## src/rtl/pow_n_pipe_vr.sv

```systemverilog
// ============================================================================
// pow_n_pipe_vr : elastic N-stage pipeline producing arg^1..arg^N per argument
// Rev 1.0
// ============================================================================
`default_nettype none

module pow_n_pipe_vr #(
  parameter int W   = 8,
  parameter int N   = 5,
  parameter int SAT = 0
) (
  input  logic             clk,
  input  logic             rst_n,
  input  logic             arg_vld,
  output logic             arg_rdy,
  input  logic [W-1:0]     arg,
  output logic             res_vld,
  input  logic             res_rdy,
  output logic [N*W-1:0]   res,
  output logic [N-1:0]     res_ovf
);

  localparam bit c_SAT_EN = (SAT != 0);

  genvar s;
  for (s = 0; s < N; s++) begin : g_stage
    logic             r_vld;
    logic [N*W-1:0]   r_p;
    logic [N-1:0]     r_ovf;
    logic             w_rdy;
    logic             w_load;
    logic             w_in_vld;
    logic [N*W-1:0]   w_in_p;
    logic [N-1:0]     w_in_ovf;

    if (s == N-1) begin : g_tail
      assign w_rdy = res_rdy;
    end else begin : g_body
      assign w_rdy = ~g_stage[s+1].r_vld | g_stage[s+1].w_rdy;
    end

    assign w_load = ~r_vld | w_rdy;

    if (s == 0) begin : g_head
      assign w_in_vld = arg_vld;
      assign w_in_ovf = '0;
      always_comb begin
        w_in_p = '0;
        w_in_p[(N-1)*W +: W] = arg;
      end
    end else begin : g_mul
      logic [W-1:0]   w_base;
      logic [W-1:0]   w_prev_p;
      logic [2*W-1:0] w_prod;
      logic           w_ovf;

      assign w_base   = g_stage[s-1].g_fwd.r_arg;
      assign w_prev_p = g_stage[s-1].r_p[(N-s)*W +: W];
      assign w_prod   = {{W{1'b0}}, w_prev_p} * {{W{1'b0}}, w_base};
      // Flag is sticky: any earlier overflow taints every higher power.
      assign w_ovf    = (w_prod[2*W-1:W] != '0) | g_stage[s-1].r_ovf[N-s];
      assign w_in_vld = g_stage[s-1].r_vld;

      always_comb begin
        w_in_p                 = g_stage[s-1].r_p;
        w_in_p[(N-s-1)*W +: W] = (c_SAT_EN && w_ovf) ? '1 : w_prod[W-1:0];
        w_in_ovf               = g_stage[s-1].r_ovf;
        w_in_ovf[N-s-1]        = w_ovf;
      end
    end

    // The argument copy is only needed by a following stage.
    if (s < N-1) begin : g_fwd
      logic [W-1:0] r_arg;
      logic [W-1:0] w_src;

      if (s == 0) begin : g_src_arg
        assign w_src = arg;
      end else begin : g_src_prev
        assign w_src = g_stage[s-1].g_fwd.r_arg;
      end

      always_ff @(posedge clk) begin
        if (w_load) r_arg <= w_src;
      end
    end

    always_ff @(posedge clk or negedge rst_n) begin
      if (!rst_n)      r_vld <= 1'b0;
      else if (w_load) r_vld <= w_in_vld;
    end

    always_ff @(posedge clk) begin
      if (w_load) begin
        r_p   <= w_in_p;
        r_ovf <= w_in_ovf;
      end
    end
  end

  assign arg_rdy = ~g_stage[0].r_vld | g_stage[0].w_rdy;
  assign res_vld = g_stage[N-1].r_vld;
  assign res     = g_stage[N-1].r_p;
  assign res_ovf = g_stage[N-1].r_ovf;

endmodule

`default_nettype wire

```

## config.mk

```make
export PLATFORM = sky130hd
export DESIGN_NAME = pow_n_pipe_vr
export DESIGN_NICKNAME = d
export VERILOG_FILES = /design/src/rtl/pow_n_pipe_vr.sv
export SDC_FILE = /design/constraint.sdc
export NUM_CORES = 1
export LEC_CHECK = 0
export ABC_AREA = 1
export CORE_MARGIN = 1.5
export CORE_UTILIZATION = 60
export DETAILED_ROUTE_END_ITERATION = 6
export DONT_BUFFER_PORTS = 1
export GPL_ROUTABILITY_DRIVEN = 0
export PLACE_DENSITY = 0.79
export SLEW_MARGIN = 30
export SYNTH_ARGS = -nofsm -noshare
export SYNTH_HDL_FRONTEND = slang
export SYNTH_SLANG_ARGS = --single-unit
```

## constraint.sdc

```tcl
create_clock -name clk -period 4.2 [get_ports clk]
set_input_delay 0.63 -clock clk [delete_from_list [all_inputs] [get_ports clk]]
set_output_delay 0.63 -clock clk [all_outputs]
set_load 0.03 [all_outputs]
```

# --- Yosys cells after proc, flatten, opt, wreduce, memory -nomap -nowiden ---
# Cells that the tools add are included.
op_classes:
  n_addsub: 0
  n_mul: 4
  n_div: 0
  order_cmp: 0
  eq_ne: 0
  shifts: 0
  muxes: 0
  bitwise: 13
  n_reduce_logical: 4
op_table:
  columns: ["op", "n"]
  rows:
  - ["$mul 8x8->16", 4]
  - ["$reduce_bool 8->1", 4]
  - ["$or 1x1->1", 8]
  - ["$not 1->1", 5]
totals:
  reg_bits: 159
  latch_bits: 0
  mem_bits_rw: 0
  romBits: 0
  in_bits: 12
  output_inout_bits: 47
  wordCells: 38
  n_memories: 0

# --- Logic depth before layout (Yosys ltp) ---
logic_depth:
  depth_word: 6
  ltp_mapped: 22
  mapped_depth_nobuf: 21

# --- Worst setup path after synthesis ---
# Ideal clock, no wire load.
synth_timing:
  kind: "register to register"
  from: "register g_stage[0].r_p[36]"
  to: "register g_stage[1].r_ovf[3], data pin"
  setup_time_ns: 0.260
  arrival_ns: 3.763
  required_time_ns: 3.940
  setup_slack_ns: 0.177
  stages_incl_launch_ff: 20
  path_buffers: 1
  path_cell_list: "edfxtp_1 > clkbuf_1 > nand2_1 > inv_1 > ha_1 > or2_2 > fa_1 > inv_1 > fa_1 > fa_1 > inv_1 > ha_1 > nand2_1 > a21oi_1 > o21ai_0 > nand3_1 > nand2_1 > nand2_1 > nor2_1 > nand3_1"
synth_via:
  elab_chain_cells: 2
synth_lines:
  columns: ["element", "line_no", "source"]
  rows:
  - ["start, declared", "28", "logic [N*W-1:0] r_p;"]
  - ["start signal, assigned", "95", "r_p <= w_in_p;"]
  - ["$mul 8x8->16", "59", "assign w_prod = {{W{1'b0}}, w_prev_p} * {{W{1'b0}}, w_base};"]
  - ["$reduce_bool 8->1", "61", "assign w_ovf = (w_prod[2*W-1:W] != '0) | g_stage[s-1].r_ovf[N-s];"]
  - ["net g_stage[1].g_mul.w_ovf", "55", "logic w_ovf;"]
  - ["end signal, assigned", "96", "r_ovf <= w_in_ovf;"]
  - ["end, declared", "29", "logic [N-1:0] r_ovf;"]
# The timed path passes the listed nets, and every way through them passes these cells.
# A chain may end at the register's enable or synchronous reset.

# --- Final worst setup path ---
layout_timing:
  from: "register g_stage[3].r_p[14]"
  to: "register g_stage[4].r_ovf[0], in the netlist res_ovf[0], data pin"
layout_via:
  elab_chain_cells: 3
layout_lines:
  columns: ["element", "line_no"]
  rows:
  - ["start, declared", "28"]
  - ["start signal, assigned", "95"]
  - ["$mul 8x8->16", "59"]
  - ["$reduce_bool 8->1", "61"]
  - ["$or 1x1->1", "61"]
  - ["net g_stage[4].g_mul.w_ovf", "55"]
  - ["end signal, assigned", "96"]
  - ["end, declared", "29"]
# The timed path passes the listed nets, and every way through them passes these cells.

==> metrics.txt <==
Placed Cells incl. Taps=roughly 1,800; Root Driver=clkbuf_16; post-synthesis simple-gate area fraction=18.0%; width of the die=147 um; port bufs=0; Yosys cell types=28; mux share of post-synthesis cell area=0%; RSZ-0062 raised after global routing=true; Worst-Skew Late Latency=0.44 ns; Ant. Diodes=0; total track usage=25.0%; final hold vios=0; min cycle time layout=between 4 and 5 ns; post-synthesis xor/xnor area fraction=1.48%; vias per cell=5.27; CTS tree=yes; CP Launch Type=flip-flop; largest net degree at the start of global routing=41; Rel. slew slack=57.8%; CP max FO=5; WL final=around 29 mm; status=finished, violations left; Post-Syn Area=around 12,000 um2; Synth Instances=1,501; Final Worst Setup Slack=-0.0213 ns; Final Max Tran Viols=0; grt ovf=0; reg2reg setup slack=-0.02 ns; Avg Inst Size Synth=between 8 and 9 um2; max-cap violation count=0; Endpoint, Worst Hold=g_stage[0].r_p[33]$_DFFE_PP_; cells on worst reg2reg path=20; Longest Clk Path Bufs=2; WS Path Type=reg2reg; # DRC=0; Hold Path Depth=0; first-pass detailed-route iteration total=5; post-DP HPWL=19.4 mm; antenna-violating nets left=0; compound-cell area share of the yosys netlist=1.86%; Seq/Total Area, Yosys=about 29%; starting density of the core=61.3%; largest family of logic cells by synthesized area=adder cells; area delta synth->final=16.0%; antenna violations before repair=0; Worst-path clk slew=0.06 ns; H-Tree Depth=4; area share of fa/ha/maj cells after synthesis=34.8%; pre-CTS WS=-0.0109 ns; WL/cell=15.6 um; slew of the pin with the lowest slew margin=0.631 ns; Die ar.=~22,000 um2; clk sinks=121; I/O pins=59; Yosys reg bits=121; YS warnings=0; nature of the critical path endpoint=flip-flop; Final setup violation count=1; share of layout cells above drive strength 1=14.0%; clock buffer count from CTS=17; RR Startpoint=g_stage[3].r_p[14]$_DFFE_PP_; failing checks=setup timing; design area=14,400 um2; post-place instance area=12,900 um2; final cycle utilization of the critical path=101%; global-route wire length before repair=42.8 mm; Hold Crit Class=in2reg; Finished Layout Cells=1,867; Crit Reg-Reg Endpoint=res_ovf[0]$_DFFE_PP_; hold path startpoint=arg[1]; Setup Skew=0.0137 ns; CP Data Required Time=4.39 ns; vias in the first global route=just over 9,000; post-route core utilization=71.1%; Vias=9,848; Core Rows=52; initial detailed-routing violation count=734; crit path DAT=4.41 ns; chip height=147 um; nets=approximately 1,900; Peak Freq=around 240 MHz; Core ar.=20,300 um2
worst max-delay path, stage by stage, from the launching register on:
cell and delay [ns]:
edfxtp_1 0.46, nand2_1 0.13, inv_1 0.08, fa_1 0.56
inv_1 0.06, fa_1 0.46, fa_1 0.49, fa_1 0.53
inv_2 0.05, ha_4 0.31, nand2_2 0.07, nand2_2 0.09
inv_1 0.05, nand2_1 0.11, nand2_1 0.06, nand3_1 0.09
nor2_1 0.05, nor2_1 0.09, nand2_1 0.06, nor2_1 0.11
nand2_1 0.06
how the worst max path moves through the flow:
| stage | startpoint | to | slack [ns] | cells after the start |
|---|---|---|---|---|
| 2_1_floorplan | g_stage[0].r_p[36]$_DFFE_PP_ | g_stage[1].r_ovf[3]$_DFFE_PP_ | 0.18 | 19 |
| 3_3_place_gp | g_stage[0].r_p[37]$_DFFE_PP_ | g_stage[1].r_ovf[3]$_DFFE_PP_ | 0.03 | 15 |
| 3_5_place_dp | g_stage[0].r_p[37]$_DFFE_PP_ | g_stage[1].r_ovf[3]$_DFFE_PP_ | -0.01 | 15 |
| 4_1_cts | g_stage[3].g_fwd.r_arg[3]$_DFFE_PP_ | res_ovf[0]$_DFFE_PP_ | 0.004 | 19 |
| 5_1_grt | g_stage[3].g_fwd.r_arg[2]$_DFFE_PP_ | res_ovf[0]$_DFFE_PP_ | -0.21 | 21 |
| 6_report | g_stage[3].r_p[14]$_DFFE_PP_ | res_ovf[0]$_DFFE_PP_ | -0.02 | 20 |
sequential cells by signal, indices dropped and copies added (netlist names):
signal               count
g_stage.r_p             48
res                     35
g_stage.g_fwd.r_arg     23
g_stage.r_ovf            6
g_stage.r_vld            4
res_ovf                  4
res_vld                  1
timing repair:
action,4_1_cts,5_1_grt
endpoints found under the hold margin,5,0
setup endpoints to repair,1,4
pin swaps,0,32
hold buffers,1,0
buffers inserted,3,60
resized for setup,1,92
synthesized netlist by cell type:
master    number  area, um2
a21boi_1       1       7.51
a21oi_1       21        105
a21oi_2        1       8.76
a31oi_1        2       12.5
buf_4          6       45.0
clkbuf_1      44        165
conb_1         2       7.51
dfrtp_1        5        125
edfxtp_1     116       3480
fa_1         130       2600
ha_1         138       1730
inv_1        435       1630
nand2_1      421       1580
nand2_2        3       18.8
nand3_1       51        255
nand3_2        2       20.0
nand3b_1       5       37.5
nand4_1        5       31.3
nor2_1        67        251
nor2_2         1       6.26
nor3_1         3       15.0
o21ai_0       11       55.1
o21ai_1        1       5.00
o21bai_1       5       37.5
or2_1          2       12.5
or2_2          2       12.5
xnor2_1       11       96.3
xor2_1        10       87.6
through the flow:
step / setup TNS, ns / hold slack, ns
finish: -0.0213 / 0.286
CTS: 0 / 0.276
global placement: 0 / 0.335
floorplan: 0 / 0.334
global route: -0.428 / 0.275
detailed placement: -0.0109 / 0.335
placed cells by master, fill, tap and decap left out, types with 11 or more instances in the layout:
cell	instances
inv_1	429
nand2_1	398
fa_1	127
ha_1	118
edfxtp_1	116
buf_4	103
nor2_1	61
nand3_1	48
nand2_2	23
ha_4	17
clkbuf_16	17
a21oi_1	11
metal layers:
metal | part of all wire, % | vias up | routed length [um] | global-route usage [%]
li1 | - | 4579 | - | -
met1 | 37 | 4703 | 10900 | 29.2
met5 | 0 | - | 0 | 0
met2 | 53 | 457 | 15400 | 45.8
met4 | 3.5 | 0 | 1020 | 8.95
met3 | 6.3 | 109 | 1830 | 4.60
cell type report:
class	instances	area [um2]
sequential	121	3610
fill	1367	5860
multi-input combinational	900	7410
tap	270	338
timing repair buffer	109	833
clock inverter	15	191
inverter	435	1640
clock buffer	17	425
logic make-up after synthesis:
| kind of cell | after synthesis |
|---|---|
| adders and majority gates | 268 |
| other | 2 |
| DFF | 121 |
| AOI/OAI and AO/OA | 42 |
| xor gates and xnor gates | 21 |
| buffers and inverters | 485 |
| and+or+nand+nor | 562 |
Power is not shown: default switching activity piles up to over one toggle a cycle in this logic, so the estimate is an artifact.
